`src/rtl/mem_arbiter.sv`:
```
// Shared RAM port arbiter between the icache and dcache sides.
// Dcache normally wins; a starvation counter forces icache in after MAX_DGRANT dcache completions.
module mem_arbiter #(
  parameter int MAX_DGRANT = 4
) (
  input  logic        CLK,
  input  logic        nRST,
  input  logic        iREN,
  input  logic [31:0] iaddr,
  output logic        iwait,
  output logic [31:0] iload,
  input  logic        dREN,
  input  logic        dWEN,
  input  logic [31:0] daddr,
  input  logic [31:0] dstore,
  output logic        dwait,
  output logic [31:0] dload,
  output logic        ramREN,
  output logic        ramWEN,
  output logic [31:0] ramaddr,
  output logic [31:0] ramstore,
  input  logic [31:0] ramload,
  input  logic [1:0]  ramstate,
  output logic [1:0]  gnt
);

  typedef enum logic [1:0] {IDLE, IGRANT, DGRANT} state_t;

  localparam logic [1:0] RS_ACCESS = 2'b10;
  localparam logic [3:0] CMAX      = 4'(MAX_DGRANT);

  state_t     state, state_n;
  logic [3:0] cnt, cnt_n;
  logic       dreq, acc;

  assign dreq  = dREN | dWEN;
  assign acc   = (ramstate == RS_ACCESS);
  assign iload = ramload;
  assign dload = ramload;

  always_ff @(posedge CLK or negedge nRST) begin
    if (!nRST) begin
      state <= IDLE;
      cnt   <= '0;
    end else begin
      state <= state_n;
      cnt   <= cnt_n;
    end
  end

  always_comb begin
    state_n  = state;
    cnt_n    = cnt;
    gnt      = 2'b00;
    ramREN   = 1'b0;
    ramWEN   = 1'b0;
    ramaddr  = '0;
    ramstore = '0;
    iwait    = 1'b1;
    dwait    = 1'b1;
    unique case (state)
      IDLE: begin
        if (dreq && (cnt < CMAX || !iREN)) state_n = DGRANT;
        else if (iREN)                     state_n = IGRANT;
      end
      IGRANT: begin
        gnt     = 2'b01;
        ramREN  = iREN;
        ramaddr = iaddr;
        if (!iREN) state_n = IDLE;
        else if (acc) begin
          iwait   = 1'b0;
          cnt_n   = '0;
          state_n = IDLE;
        end
      end
      DGRANT: begin
        gnt      = 2'b10;
        ramWEN   = dWEN;
        ramREN   = dREN & ~dWEN;
        ramaddr  = daddr;
        ramstore = dstore;
        if (!dreq) state_n = IDLE;
        else if (acc) begin
          dwait   = 1'b0;
          state_n = IDLE;
          // count only completions that made a pending fetch wait
          if (!iREN)            cnt_n = '0;
          else if (cnt < CMAX)  cnt_n = cnt + 4'd1;
        end
      end
      default: state_n = IDLE;
    endcase
  end

endmodule

```
`config.mk`:
```
export PLATFORM = sky130hd
export DESIGN_NAME = mem_arbiter
export DESIGN_NICKNAME = d
export VERILOG_FILES = /design/src/rtl/mem_arbiter.sv
export SDC_FILE = /design/constraint.sdc
export NUM_CORES = 1
export LEC_CHECK = 0
export BUFFER_PORTS_ARGS = -buffer_cell sky130_fd_sc_hd__buf_2
export CORE_AREA = 10 10 96 98
export CTS_CLUSTER_DIAMETER = 40
export DETAILED_ROUTE_END_ITERATION = 10
export DIE_AREA = 0 0 106 108
export HOLD_SLACK_MARGIN = 0.02
export PLACE_DENSITY = 0.65
export SYNTH_ARGS = -nofsm -noshare
export SYNTH_HDL_FRONTEND = slang
export SYNTH_SLANG_ARGS = --single-unit
```
`constraint.sdc`:
```
create_clock -name CLK -period 1.9 [get_ports CLK]
set_input_delay 0.38 -clock CLK [delete_from_list [all_inputs] [get_ports CLK]]
set_output_delay 0.38 -clock CLK [all_outputs]
set_load 0.05 [all_outputs]
```
==> implementation parameters, run 1 <==
Parameter                              Value

Timing
  Final WS setup    -0.0600 ns
  Number of hold-slack violations in the final timing report    0
  Min Tclk post-route    1.96 ns
  Final clock skew    0.00237 ns
  Period utilisation layout    103%
  Number of max-slew violations in the final report    0
  Final total negative setup slack    -1.70 ns
  Final-report setup violation count    58
  Slew HR    78.5%
  Setup repair after global routing missed its margin    true
  Maximum clock rate    510 MHz
  Actual transition at the worst max-transition pin    0.318 ns

Clocking
  Clock tree buffer depth    2
  H-tree lvl count    1
  Clock transition at the registers of the reported paths    0.04 ns
  Num CTS Buffers    3
  Number of sinks on the clock net    6
  Clock tree from TritonCTS    yes
  Clock insertion delay at the later pin of the skew report    0.22 ns
  Buffer type at the clock tree root    clkbuf_8

Power
  Fraction of power spent switching nets    51.9%
  Leak pwr    1.65 nW
  NetSw    3.13 mW
  Worst-case vdd ir drop    743 µV
  Power density relative to cell area    1720 nW/µm²
  Fraction of power consumed by combinational cells    93.8%
  Share of power burned in the clock network    3.1%
  Part of the power in registers    3.1%
  Int Power    2.90 mW

Layout
  Most common cell after layout, fill and taps aside    buf_2
  Area occupied by multi-input gates    1460 µm²
  Share of cells above drive strength 1    90.3%
  Sequential cell area    150 µm²
  Fill cell count    671
  Share of the core filled with cells    47.0%
  Number of inserted diodes    0
  Highest-count cells in the layout ignoring fill and taps    105 x buf_2, 48 x buf_6, 32 x a22oi_2, 32 x nor2b_4, 31 x and2_4
  Area delta synth->final    113%
  Layout net count    483

Setup path
  Type of origin of the critical path    flip-flop
  Worst setup EP type    output port
  End of the worst register-to-register path    cnt[0]
  Last element of the critical path    ramREN
  Startpoint of the lowest-slack register-to-register path    state[0]
  Type of the worst setup path    reg2out
  Length in cells of the worst reg-to-reg path    7
  Highest cell delay on the worst timing path    0.38 ns
  Register-to-register setup slack    0.09 ns
  Maximum fanout along the worst path    7
  Startpoint of the most critical setup path    state[0]
  Cell-by-cell trace of the critical path    inv_2 -> ha_4 -> buf_12 -> nand2_4 -> o21ai_2 -> and2_4 -> buf_8
  Critical path's slowest cell    dfrtp_1
  Arrival @ worst endpoint    1.58 ns
  Worst path required time    1.52 ns

Logic synthesis
  Yosys warning count    0
  Number of instances in the synthesized netlist    224
  Count of distinct cell types in the synthesized netlist    32
  Syn_nets    364
  Post-Syn Area    1650 µm²
  Number of synthesized register bits    6
  Part of the Yosys area used for sequential elements    9.13%
  Avg Inst Size Synth    7.35 µm²

Global route
  Number of antenna violations at the first check in global routing    0
  Wire length of the first global-routing pass    12700 µm
  Met1 track demand over resource    13.5%
  GR Util All Layers    13.7%
  Met3 Use GR    5.00%
  Maximum number of pins on one net before global-route repair    25
  Number of global-route vias before repair    2296
  Met2 routing resource usage after global routing    24.6%
  Total gr overflow    0
  Busiest layer in global routing    met2

Routing
  Number of routed nets with antenna violations    0
  WL/cell    20.5 µm
  Vias    2033
  Initial drt markers    38
  Routed Wire Length    9060 µm
  DR DRC count    0
  Per-cell via count in the routed design    4.59
  1st-pass router iterations    4

Worst hold path
  Worst Hold Launch    cnt[1]
  Hold Path Class    reg2reg

Place
  HPWL Detailed    6340 µm
  Global placer's final weighted congestion    0.777
  Count of buffers inserted at the top-level ports    172

Floorplanning
  Initial core utilization    22.1%
  Core region area    7450 µm²
  Row cnt    32
  Die width    106 µm
  Total Die Area    11400 µm²
  Die span in y    108 µm
  Io pins    269

Status
  Failing checks    negative setup slack
  Outcome    finished with violations

Run
  Number of max-cap violations    0
repair_timing:
| action | 4_1_cts | 5_1_grt |
|---|---|---|
| pin swaps | 7 | 12 |
| hold endpoints to repair | 6 | 0 |
| buffers inserted | 3 | 4 |
| setup endpoints to repair | 40 | 65 |
| hold buffers | 1 | 0 |
| resized for setup | 154 | 33 |
| gates cloned | 4 | 3 |
stage by stage:
stage | hold WS (ns) | total power [mW] | worst slack [ns] | cell area, µm² | std cells
2_1_floorplan | 0.0844 | 3.86 | -0.0140 | 2010 | 224
3_3_place_gp | 0.206 | 4.43 | 0.0503 | 2600 | 427
3_5_place_dp | 0.209 | 4.48 | -0.000413 | 2600 | 427
4_1_cts | 0.504 | 5.91 | -0.0906 | 3310 | 438
5_1_grt | 0.519 | 6.30 | -0.151 | 3500 | 443
6_report | 0.498 | 6.03 | -0.0600 | 3500 | 443
sequential cells by signal, summed over array words and instances (netlist names):
| register | cells |
|---|---|
| state | 2 |
| cnt | 4 |
power groups by stage:
stage	sequential [mW]	combinational, mW	clock, mW
3_3_place_gp	0.183	4.25	0
6_report	0.185	5.66	0.189
4_1_cts	0.187	5.53	0.194
3_5_place_dp	0.187	4.29	0
5_1_grt	0.189	5.91	0.201
2_1_floorplan	0.184	3.68	0
final cells by class:
type | instances | area share (%)
flip-flops and latches | 6 | 4.29
well taps | 102 | 3.65
repair buffers | 193 | 48.6
clock buffers | 3 | 1.18
inverters | 5 | 0.537
multi-input cells | 134 | 41.8
cell usage after synthesis:
cell	number	area share [%]
buf_4	65	30
and2_1	34	13
a22oi_1	32	15
nor2b_1	32	12
clkbuf_1	8	1.8
dfrtp_1	6	9.1
buf_2	5	1.5
ha_1	5	3.8
inv_1	5	1.1
nand2_1	4	0.91
o21ai_0	4	1.2
nor2_1	3	0.68
mux2_1	2	1.4
a211oi_1	1	0.46
a21oi_1	1	0.30
and2b_1	1	0.46
and3_2	1	0.46
buf_1	1	0.23
nand2_2	1	0.38
nand3_1	1	0.30
nand4b_1	1	0.53
nor2_2	1	0.38
nor3_1	1	0.30
nor3_2	1	0.61
nor4b_1	1	0.53
o2111ai_1	1	0.53
o21a_2	1	0.53
o21ai_2	1	0.53
o2bb2ai_2	1	0.91
o31a_1	1	0.53
o32a_2	1	0.68
or2_2	1	0.38
per-layer routing:
layer  share of wire (%)  vias to the layer above
met5                   0                        -
met4                 4.2                        0
met3                 8.8                       35
met2                  51                      138
met1                  36                      937
li1                    -                      923
logic make-up (layout without fill, tap and decap cells):
kind of cell | count (synthesis) | in the layout | share of synthesized area [%]
AOI/OAI and AO/OA | 44 | 44 | 20.3
adders and majority gates | 5 | 5 | 3.80
buffers and inverters | 84 | 201 | 34.4
DFF | 6 | 6 | 9.13
muxes | 2 | 2 | 1.37
and+or+nand+nor | 83 | 83 | 31.0
critical path, delay by kind of cell (launching register included):
| family | cells | cell delay (ns) |
|---|---|---|
| DFF | 1 | 0.38 |
| buffers and inverters | 3 | 0.38 |
| adders and majority gates | 1 | 0.25 |
| and+or+nand+nor | 2 | 0.20 |
| AOI/OAI and AO/OA | 1 | 0.14 |
worst min-delay path by stage:
stage / end / slack, ns / cells after the start
floorplan: cnt[0] / 0.08 / 0
global placement: cnt[1] / 0.21 / 1
detailed placement: cnt[1] / 0.21 / 1
CTS: cnt[1] / 0.50 / 1
global route: cnt[2] / 0.52 / 2
finish: cnt[1] / 0.50 / 1
Note: power is estimated with default switching activity, not from simulation.
==> inputs of run 2 (changes only) <==
--- a/config.mk
+++ b/config.mk
@@ -5,13 +5,15 @@
 export SDC_FILE = /design/constraint.sdc
 export NUM_CORES = 1
 export LEC_CHECK = 0
+export ABC_AREA = 1
 export BUFFER_PORTS_ARGS = -buffer_cell sky130_fd_sc_hd__buf_2
-export CORE_AREA = 10 10 96 98
+export CORE_AREA = 10 10 97 99
 export CTS_CLUSTER_DIAMETER = 40
 export DETAILED_ROUTE_END_ITERATION = 10
-export DIE_AREA = 0 0 106 108
+export DIE_AREA = 0 0 107 109
 export HOLD_SLACK_MARGIN = 0.02
 export PLACE_DENSITY = 0.65
+export SLEW_MARGIN = 20
 export SYNTH_ARGS = -nofsm -noshare
 export SYNTH_HDL_FRONTEND = slang
 export SYNTH_SLANG_ARGS = --single-unit
==> run 2 against run 1 <==
Compared with the run above: the flow still finishes with violations (negative setup slack); cell area is 14% higher; utilization is 5.9 points higher; fmax is 1.3% lower; critical path depth stayed put; non-clock buffer count is 11 higher; cell count is 23% higher; largest power group unchanged; worst setup slack worse by 0.026 ns; critical path type unchanged; die area is 1.9% higher; sequential power hardly changed; area after synthesis is 5.0% higher; clock power hardly changed; register-to-register slack better by 0.12 ns.
==> implementation parameters, run 2 <==
Parameter                              Value

Status
  Outcome    finished with violations (unchanged)
  Failing checks    negative setup slack (unchanged)

Clocking
  Buffer type at the clock tree root    clkbuf_8 (unchanged)
  Clock tree buffer depth    2 (unchanged)
  Number of sinks on the clock net    6 (unchanged)
  H-tree lvl count    1 (unchanged)
  Clock insertion delay at the later pin of the skew report    0.22 ns (about the same)
  Clock tree from TritonCTS    yes (unchanged)
  Clock transition at the registers of the reported paths    0.04 ns (about the same)
  Num CTS Buffers    3 (unchanged)

Timing
  Number of max-slew violations in the final report    0 (unchanged)
  Actual transition at the worst max-transition pin    0.263 ns (was 0.318 ns)
  Setup repair after global routing missed its margin    true (unchanged)
  Maximum clock rate    504 MHz (was 510 MHz)
  Min Tclk post-route    1.99 ns (was 1.96 ns)
  Final WS setup    -0.0856 ns (was -0.0600 ns)
  Period utilisation layout    105% (was 103%)
  Final-report setup violation count    45 (was 58)
  Number of hold-slack violations in the final timing report    0 (unchanged)
  Slew HR    82.6% (was 78.5%)
  Final total negative setup slack    -2.10 ns (was -1.70 ns)
  Final clock skew    0.00226 ns (was 0.00237 ns)

Layout
  Area delta synth->final    130% (was 113%)
  Layout net count    585 (was 483)
  Number of inserted diodes    0 (unchanged)
  Highest-count cells in the layout ignoring fill and taps    105 x buf_2, 62 x nand2_1, 58 x nand2_2 (was 105 x buf_2, 48 x buf_6, 32 x a22oi_2, 32 x nor2b_4, 31 x and2_4)
  Share of cells above drive strength 1    79.2% (was 90.3%)
  Largest registers    cnt (4), state (2) (unchanged)
  Sequential cell area    150 µm² (unchanged)
  Most common cell after layout, fill and taps aside    buf_2 (unchanged)
  Fill cell count    696 (was 671)
  Reg with most FFs    cnt (unchanged)
  Flip-flop count of the largest register, all copies and words added    4 (unchanged)
  Area occupied by multi-input gates    1440 µm² (was 1460 µm²)

Power
  NetSw    4.23 mW (was 3.13 mW)
  Share of power burned in the clock network    2.5% (was 3.1%)
  Power density relative to cell area    1850 nW/µm² (was 1720 nW/µm²)
  Fraction of power spent switching nets    57.4% (was 51.9%)
  Part of the power in registers    2.5% (was 3.1%)
  Worst-case vdd ir drop    579 µV (was 743 µV)
  Post-layout power    7.36 mW (was 6.03 mW)
  Fraction of power consumed by combinational cells    95.0% (was 93.8%)
  Leak pwr    1.69 nW (was 1.65 nW)
  Int Power    3.14 mW (was 2.90 mW)

Place
  Count of buffers inserted at the top-level ports    172 (unchanged)
  HPWL Detailed    6400 µm (was 6340 µm)
  Global placer's final weighted congestion    0.857 (was 0.777)

Logic synthesis
  Leading cell type by number of instances after synthesis    nand2_1 (was buf_4)
  Ys flop type    dfrtp_1 (unchanged)
  Count of distinct cell types in the synthesized netlist    19 (was 32)
  Synth top area share    28.7% (was 29.7%)
  Top cell types by occurrence after synthesis    121 x nand2_1, 66 x buf_4, 41 x inv_1 (was 65 x buf_4, 34 x and2_1, 32 x a22oi_1, 32 x nor2b_1, 8 x clkbuf_1)
  Number of synthesized register bits    6 (unchanged)
  Yosys warning count    0 (unchanged)
  Avg Inst Size Synth    5.49 µm² (was 7.35 µm²)
  Number of instances in the synthesized netlist    315 (was 224)
  Leading area contributor after synthesis    buf_4 (unchanged)
  Part of the Yosys area used for sequential elements    8.69% (was 9.13%)
  Post-Syn Area    1730 µm² (was 1650 µm²)
  Fraction of registers with async set/reset    100% (unchanged)
  EDFF count, synth    0 (unchanged)
  Syn_nets    455 (was 364)
  Largest cells by area after synthesis    buf_4 29%, nand2_1 26%, a21oi_1 9.6%, inv_1 8.9%, dfrtp_1 8.7% (was buf_4 30%, a22oi_1 15%, and2_1 13%, nor2b_1 12%, dfrtp_1 9.1%)

Setup path
  Arrival @ worst endpoint    1.61 ns (was 1.58 ns)
  Type of the worst setup path    reg2out (unchanged)
  Worst path required time    1.52 ns (about the same)
  Register-to-register setup slack    0.21 ns (was 0.09 ns)
  Maximum fanout along the worst path    8 (was 7)
  Worst setup EP type    output port (unchanged)
  Type of origin of the critical path    flip-flop (unchanged)

Worst hold path
  Hold Path Class    reg2reg (unchanged)

Routing
  1st-pass router iterations    4 (unchanged)
  Vias    2362 (was 2033)
  Number of routed nets with antenna violations    0 (unchanged)
  Routed Wire Length    9420 µm (was 9060 µm)
  WL/cell    17.3 µm (was 20.5 µm)
  Initial drt markers    69 (was 38)
  Per-cell via count in the routed design    4.33 (was 4.59)
  DR DRC count    0 (unchanged)

Global route
  Total gr overflow    0 (unchanged)
  Maximum number of pins on one net before global-route repair    37 (was 25)
  Wire length of the first global-routing pass    11900 µm (was 12700 µm)
  GR Util All Layers    12.3% (was 13.7%)
  Number of antenna violations at the first check in global routing    0 (unchanged)
  Number of global-route vias before repair    2260 (was 2296)

Run
  Number of max-cap violations    0 (unchanged)

Floorplanning
  Io pins    269 (unchanged)
  Row cnt    32 (unchanged)
  Die span in y    109 µm (was 108 µm)
  Initial core utilization    23.0% (was 22.1%)
  Core region area    7530 µm² (was 7450 µm²)
  Die width    107 µm (was 106 µm)
  Total Die Area    11700 µm² (was 11400 µm²)
-- run 2: critical path, cell delays in order (launching register included) --
cell,delay (ns)
dfrtp_1,0.39
buf_6,0.13
inv_6,0.06
ha_4,0.22
clkbuf_16,0.19
buf_4,0.11
nand3_2,0.06
buf_2,0.22
-- run 2: final timing paths --
path,cells after the start,end,from
hold reg to reg,2,cnt[1],cnt[1]
min in group asynchronous,2,cnt[2],nRST
setup reg to reg,10,cnt[2],state[1]
setup / recovery,7,iwait,state[1]
max in group asynchronous,2,cnt[1],nRST
hold / removal,2,cnt[1],cnt[1]
-- run 2: through the flow --
| stage | hold slack (ns) | cell area [µm²] | util, % | setup WS [ns] | cells |
|---|---|---|---|---|---|
| 2_1_floorplan | 0.0844 | 2270 | - | -0.0892 | 315 |
| 3_3_place_gp | 0.206 | 2800 | 37.2 | 0.0425 | 518 |
| 3_5_place_dp | 0.209 | 2800 | 37.2 | 0.0187 | 518 |
| 4_1_cts | 0.491 | 3260 | 43.3 | -0.101 | 524 |
| 5_1_grt | 0.520 | 3980 | 52.9 | -0.153 | 545 |
| 6_report | 0.484 | 3980 | 52.9 | -0.0856 | 545 |
-- run 2: cell families (layout without fill, tap and decap cells) --
kind of cell	count (synthesis)	in the layout	share of synthesized area, %
simple gates	147	147	35.1
flops	6	6	8.69
buf+inv	122	250	42.3
compound gates	35	35	10.3
fa+ha+maj	5	5	3.62
-- run 2: power by group through the flow --
stage	combinational (mW)	sequential (mW)	clock [mW]
2_1_floorplan	4.11	0.192	0
3_3_place_gp	4.69	0.184	0
6_report	7.00	0.183	0.186
4_1_cts	5.56	0.178	0.191
3_5_place_dp	4.73	0.186	0
5_1_grt	7.30	0.188	0.203
-- run 2: repair_timing --
item | in CTS | in global routing
hold buffers | 1 | 0
buffers inserted | 1 | 13
pin swaps | 0 | 4
cloned | 1 | 9
endpoints found under the setup margin | 47 | 67
resized for setup | 125 | 124
endpoints found under the hold margin | 6 | 0
-- run 2: cell type report --
type                       instances  area share [%]
clock buffer                       3            1.04
inverter                          43            7.38
multi-input combinational        187            36.3
sequential                         6            3.77
tap                              102            3.20
timing repair buffer             204            48.4
-- run 2: layer usage --
layer	global-route usage, %	part of all wire [%]
met1	11.8	35
met2	24.2	56
met3	4.66	7.5
met4	2.80	1.4
met5	0	0
